## src/rtl/mult_seq_ctrl_if.sv

```systemverilog
// Control interface between the shift-add multiplier sequencer and its
// datapath. The slave modport is the sequencer's view; the master modport is
// the datapath/stimulus side that supplies start and the B operand.
interface mult_seq_ctrl_if #(
  parameter int N      = 6,
  parameter int BSEL_W = 3,
  parameter int CNT_W  = 5
);
  logic              start;
  logic [N-1:0]      b_in;
  logic [1:0]        usr_sel;
  logic              usr_clr;
  logic              acc_ld;
  logic              acc_clr;
  logic [BSEL_W-1:0] bit_sel;
  logic              busy;
  logic              done;
  logic [CNT_W-1:0]  cycles;

  modport slave (
    input  start, b_in,
    output usr_sel, usr_clr, acc_ld, acc_clr, bit_sel, busy, done, cycles
  );

  modport master (
    output start, b_in,
    input  usr_sel, usr_clr, acc_ld, acc_clr, bit_sel, busy, done, cycles
  );
endinterface

```

## src/rtl/mult_seq_ctrl.sv

```systemverilog
// Sequencer for the N-bit shift-add multiplier datapath.
// A registered start edge launches LOAD (clear accumulator, load A), then one
// ACCUM cycle per B bit, then DONE holds the product until the next start edge.
// Optional feature macro: EARLY_TERM_EN -- leave ACCUM as soon as all remaining
// B bits are zero (cycles then reports the bits actually consumed).
module mult_seq_ctrl #(
  parameter int N      = 6,
  parameter int BSEL_W = 3,
  parameter int CNT_W  = 5
) (
  input  logic               clk,
  input  logic               clr,
  mult_seq_ctrl_if.slave     bus
);

  typedef enum logic [1:0] {
    IDLE  = 2'b00,
    LOAD  = 2'b01,
    ACCUM = 2'b10,
    DONE  = 2'b11
  } state_t;

  localparam logic [BSEL_W-1:0] LAST_I = BSEL_W'(N - 1);

  state_t            state;
  state_t            state_next;
  logic [BSEL_W-1:0] i;
  logic [BSEL_W-1:0] i_next;
  logic [CNT_W-1:0]  cycles;
  logic [CNT_W-1:0]  cycles_next;
  logic              start_q;
  logic              start_rise;
  logic              b_rest_zero;

  logic [1:0]        usr_sel;
  logic              acc_ld;
  logic              acc_clr_st;
  logic              busy;
  logic              done;

`ifdef EARLY_TERM_EN
  assign b_rest_zero = ((bus.b_in >> i) == '0);
`else
  assign b_rest_zero = 1'b0;
`endif

  // Edge detector: a level held high produces only one registered pulse.
  always_ff @(posedge clk or posedge clr) begin
    if (clr) begin
      start_q    <= 1'b0;
      start_rise <= 1'b0;
    end else begin
      start_q    <= bus.start;
      start_rise <= bus.start & ~start_q;
    end
  end

  // State, bit index and cycle counter registers.
  always_ff @(posedge clk or posedge clr) begin
    if (clr) begin
      state  <= IDLE;
      i      <= '0;
      cycles <= '0;
    end else begin
      state  <= state_next;
      i      <= i_next;
      cycles <= cycles_next;
    end
  end

  // Next-state and control decode; start edges outside IDLE/DONE are dropped.
  always_comb begin
    state_next  = state;
    i_next      = i;
    cycles_next = cycles;
    usr_sel     = 2'b00;
    acc_ld      = 1'b0;
    acc_clr_st  = 1'b0;
    busy        = 1'b0;
    done        = 1'b0;
    case (state)
      IDLE: begin
        if (start_rise) begin
          state_next = LOAD;
        end else begin
          state_next = IDLE;
        end
      end
      LOAD: begin
        usr_sel     = 2'b01;
        acc_clr_st  = 1'b1;
        busy        = 1'b1;
        i_next      = '0;
        cycles_next = '0;
        state_next  = ACCUM;
      end
      ACCUM: begin
        busy = 1'b1;
        if (b_rest_zero) begin
          state_next = DONE;
        end else begin
          acc_ld      = 1'b1;
          usr_sel     = 2'b10;
          cycles_next = cycles + CNT_W'(1);
          if (i == LAST_I) begin
            state_next = DONE;
          end else begin
            i_next = i + BSEL_W'(1);
          end
        end
      end
      DONE: begin
        done = 1'b1;
        if (start_rise) begin
          state_next = LOAD;
        end else begin
          state_next = DONE;
        end
      end
      default: begin
        state_next = IDLE;
      end
    endcase
  end

  // Datapath clears follow clr directly so the datapath resets with us.
  assign bus.usr_clr = clr;
  assign bus.acc_clr = acc_clr_st | clr;
  assign bus.usr_sel = usr_sel;
  assign bus.acc_ld  = acc_ld;
  assign bus.bit_sel = i;
  assign bus.busy    = busy;
  assign bus.done    = done;
  assign bus.cycles  = cycles;

endmodule

```

## src/flat_wrapper.sv

```systemverilog
// flat-port wrapper written by rule: the top's interface ports become plain ports
module mult_seq_ctrl_flat 
#(
  parameter int N      = 6,
  parameter int BSEL_W = 3,
  parameter int CNT_W  = 5
)
  (clk, clr, bus_start, bus_b_in, bus_usr_sel, bus_usr_clr, bus_acc_ld, bus_acc_clr, bus_bit_sel, bus_busy, bus_done, bus_cycles);
  mult_seq_ctrl_if #(.N(N), .BSEL_W(BSEL_W), .CNT_W(CNT_W)) bus_i ();
  input  logic clk;
  input  logic clr;
  input wire logic [$bits(bus_i.start)-1:0] bus_start;
  input wire logic [$bits(bus_i.b_in)-1:0] bus_b_in;
  output wire logic [$bits(bus_i.usr_sel)-1:0] bus_usr_sel;
  output wire logic [$bits(bus_i.usr_clr)-1:0] bus_usr_clr;
  output wire logic [$bits(bus_i.acc_ld)-1:0] bus_acc_ld;
  output wire logic [$bits(bus_i.acc_clr)-1:0] bus_acc_clr;
  output wire logic [$bits(bus_i.bit_sel)-1:0] bus_bit_sel;
  output wire logic [$bits(bus_i.busy)-1:0] bus_busy;
  output wire logic [$bits(bus_i.done)-1:0] bus_done;
  output wire logic [$bits(bus_i.cycles)-1:0] bus_cycles;
  assign bus_i.start = bus_start;
  assign bus_i.b_in = bus_b_in;
  assign bus_usr_sel = bus_i.usr_sel;
  assign bus_usr_clr = bus_i.usr_clr;
  assign bus_acc_ld = bus_i.acc_ld;
  assign bus_acc_clr = bus_i.acc_clr;
  assign bus_bit_sel = bus_i.bit_sel;
  assign bus_busy = bus_i.busy;
  assign bus_done = bus_i.done;
  assign bus_cycles = bus_i.cycles;
  mult_seq_ctrl #(.N(N), .BSEL_W(BSEL_W), .CNT_W(CNT_W)) u_core (.clk(clk), .clr(clr), .bus(bus_i));
endmodule
```

## config.mk

```make
export PLATFORM = sky130hd
export DESIGN_NAME = mult_seq_ctrl_flat
export DESIGN_NICKNAME = d
export VERILOG_FILES = /design/src/rtl/mult_seq_ctrl_if.sv /design/src/rtl/mult_seq_ctrl.sv /design/src/flat_wrapper.sv
export SDC_FILE = /design/constraint.sdc
export NUM_CORES = 1
export LEC_CHECK = 0
export BUFFER_PORTS_ARGS = -buffer_cell sky130_fd_sc_hd__clkbuf_2
export CAP_MARGIN = 20
export CORE_MARGIN = 1
export CORE_UTILIZATION = 42
export DETAILED_ROUTE_END_ITERATION = 7
export GPL_TIMING_DRIVEN = 1
export PLACE_DENSITY = 0.73
export SYNTH_ARGS = -nofsm -noshare
export SYNTH_HDL_FRONTEND = slang
export SYNTH_SLANG_ARGS = --single-unit
```

## constraint.sdc

```tcl
create_clock -name clk -period 1.3 [get_ports clk]
set_input_delay 0.39 -clock clk [delete_from_list [all_inputs] [get_ports clk]]
set_output_delay 0.39 -clock clk [all_outputs]
set_load 0.01 [all_outputs]
```

==> impl_metrics.csv <==
group,metric,value,unit
sta,period_minus_slack,1650,ps
drt,wl_per_cell,16.2,microns
synthesis,ys_ff_latch,12,
synthesis,synth_flop_cell,"dfrtp_1",
setup_path,critPathLaunchType,"flip-flop",
floorplan,dieArea,1700,sq um
floorplan,coreArea,1370,sq um
global_route,use_met2,35.2,%
setup_path,cp.arrival,1260,ps
min_path,min_path_type,"in -> async",
synthesis,syn_area,647,sq um
synthesis,synthAdderAreaFrac,13.5,%
sta,slew_headroom,67.9,%
synthesis,synthArstFlopShare,100,%
drt,drt_iter0_drc,5,
sta,tightest_slew,481,ps
clock_network,htreeDepth,1,
place,place_ws,-47.0,ps
global_route,busiest_layer,"met2",
drt,drt_wl_total,1.88,mm
drt,avgViaCountPerCell,5.48,
drt,ant_nets,0,
synthesis,muxShareOfSynthArea,1.55,%
drt,drc_errors,0,
sta,rsz0062_at_grt,"true",
global_route,antenna_found_initial,0,
global_route,overflow,0,
global_route,use_met1,22.9,%
setup_path,cpMostUsedCell,"buf_6",
power_and_ir_drop,power_density,2530,nW/um^2
drt,num_vias,636,
synthesis,postSynthCellCount,62,
synthesis,synth_top_family_by_area,"simple AND/OR/NAND/NOR gates",
global_route,grt_pass1_vias,509,
sta,fmax,605,MHz
power_and_ir_drop,swShare,38.9,%
synthesis,syn_area_per_cell,10.4,sq um
final_layout,n_fill_cell,94,
synthesis,synth_nets,78,
synthesis,yosys.area_share.simple,16.4,%
floorplan,die_w,41.2,microns
power_and_ir_drop,leakage,0.517,nW
synthesis,ys.warnings.count,0,
power_and_ir_drop,power,2.70,mW
clock_network,clock-sinks,12,
setup_path,crit_chain,"buf_4, buf_6, ha_4, buf_6",
floorplan,ios,24,
floorplan,die-height,41.2,microns
sta,drv_slew,0,
synthesis,synth_edf_count,0,
power_and_ir_drop,ir_worst_vdd,1480,uV
setup_path,required,910,ps
clock_network,numCtsBuffers,3,
power_and_ir_drop,internal_power,1.65,mW
power_and_ir_drop,seq_power_share,20.2,%
setup_path,path_max_fanout,3,
sta,finalHoldViolCount,0,
final_layout,layout.nets,118,
floorplan,rows,13,
setup_path,cpPeakStageDelay,430,ps
outcome,violations,"setup timing",
flow_run,maxCapViolations,0,
global_route,track_usage,20.2,%
clock_network,cts_tree,"built",
sta,timing.final.ws_setup,-353,ps
sta,period_share,127,%
synthesis,synth_compound_area_share,13.9,%
place,hpwlAfterDp,985,microns
global_route,met3_usage,3.80,%
power_and_ir_drop,combPwrFrac,68.4,%
sta,finalSetupViolations,16,
clock_network,clk_path_buf_depth,2,
clock_network,clk_pin_slew,90,ps
setup_path,crit_path_end_kind,"output pin",
power_and_ir_drop,power.switching,1.05,mW
final_layout,final_common_cell,"buf_4",
sta,skew,11.1,ps
final_layout,n_antenna_cell,0,
synthesis,ys_seq_area_share,46.4,%
global_route,grt_first_pass_wirelength,2.15,mm
clock_network,clock_latency,280,ps
place,place_congestion,0.681,
synthesis,synth_xor_area_share,0,%
outcome,status,"finished with violations",
place,port_buffers,17,
drt,dr.pass1.iters,4,
global_route,grt_max_degree,13,
floorplan,initial_core_util,47.3,%
final_layout,drive_gt1_share,64.4,%
setup_path,cp_slowest_cell,"dfrtp_1",
final_layout,final_cell_mix,"buf_4 (15), clkbuf_2 (14), dfrtp_1 (10)",
final_layout,area_growth,64.8,%
setup_path,crit_type,"reg -> out",
power_and_ir_drop,clockPowerShare,11.4,%
synthesis,synth.distinct_cells,22,
clock_network,root_buffer,"clkbuf_4",
-- synthesized netlist by cell type (2+ instances only) --
cell type / n / area, sq um
nand2b_1: 3 / 18.8
ha_1: 7 / 87.6
o21ai_1: 5 / 25.0
a21oi_1: 2 / 10.0
nand4_1: 2 / 12.5
inv_1: 7 / 26.3
buf_4: 2 / 15.0
o31ai_1: 2 / 15.0
nand3_1: 8 / 40.0
dfrtp_1: 12 / 300
-- power by group through the flow --
stage	clock network, mW	registers [mW]	logic (mW)
2_1_floorplan	0	0.583	0.604
3_3_place_gp	0	0.539	1.01
3_5_place_dp	0	0.545	1.06
4_1_cts	0.303	0.545	1.30
5_1_grt	0.331	0.556	1.97
6_report	0.308	0.546	1.85
-- worst max-delay path: cells and delay by family, from the launching register on --
kind,cells,cell delay [ps]
fa+ha+maj,1,170
buf+inv,3,390
flops,1,430
-- registers in the layout, indices dropped and copies added (netlist names) --
| name | count |
|---|---|
| u_core.state | 2 |
| u_core.start_q | 1 |
| u_core.start_rise | 1 |
| u_core.bus.cycles | 5 |
| u_core.bus.bit_sel | 3 |
-- logic make-up after synthesis --
family | count (synthesis)
buf+inv | 10
simple gates | 19
mux | 1
fa+ha+maj | 7
flops | 12
compound gates | 13
-- repair_timing --
action                                  4_1_cts  5_1_grt
hold endpoints to repair                      0        0
resized for setup                            11       20
endpoints found under the setup margin       12       18
pin swaps                                     7        6
hold buffers                                  0        0
buffers inserted                              6        8
-- stage by stage --
stage	TNS, ps	util, %	cell area [sq um]	instances	hold slack [ps]
after floorplan	-118	-	664	62	255
after global placement	-37.7	58.7	802	99	387
after detailed placement	-108	58.7	802	99	389
after CTS	-1610	68.3	933	109	137
after global routing	-3020	78.0	1070	116	169
final	-2490	78.0	1070	116	113
-- path summary, 6_finish.rpt --
path,startpoint,end,slack (ps),cells after the start
worst max-delay path,u_core.state[0],bus_done,-350,4
worst min-delay path,clr,u_core.state[0],110,2
worst max register to register,u_core.state[1],u_core.bus.cycles[3],-160,8
worst min register to register,u_core.start_q,u_core.start_rise,400,1
max in group asynchronous,clr,u_core.bus.cycles[2],820,2
min in group clk,bus_start,u_core.start_q,220,1
-- metal layers --
metal	routed length, microns	share of wire, %	vias to the layer above
li1	-	-	295
met1	720	38	309
met2	1010	54	22
met3	64	3.4	10
met4	87	4.6	0
met5	0	0	-
-- area by class of cell --
class / count / area (sq um) / share of cell area, %
clock buffers: 4 / 36.3 / 3.40
inverters: 7 / 26.3 / 2.46
multi-input cells: 40 / 398 / 37.3
flip-flops and latches: 12 / 303 / 28.4
well taps: 15 / 18.8 / 1.76
repair buffers: 38 / 284 / 26.6
No activity file was read; power rests on OpenSTA's default activity.
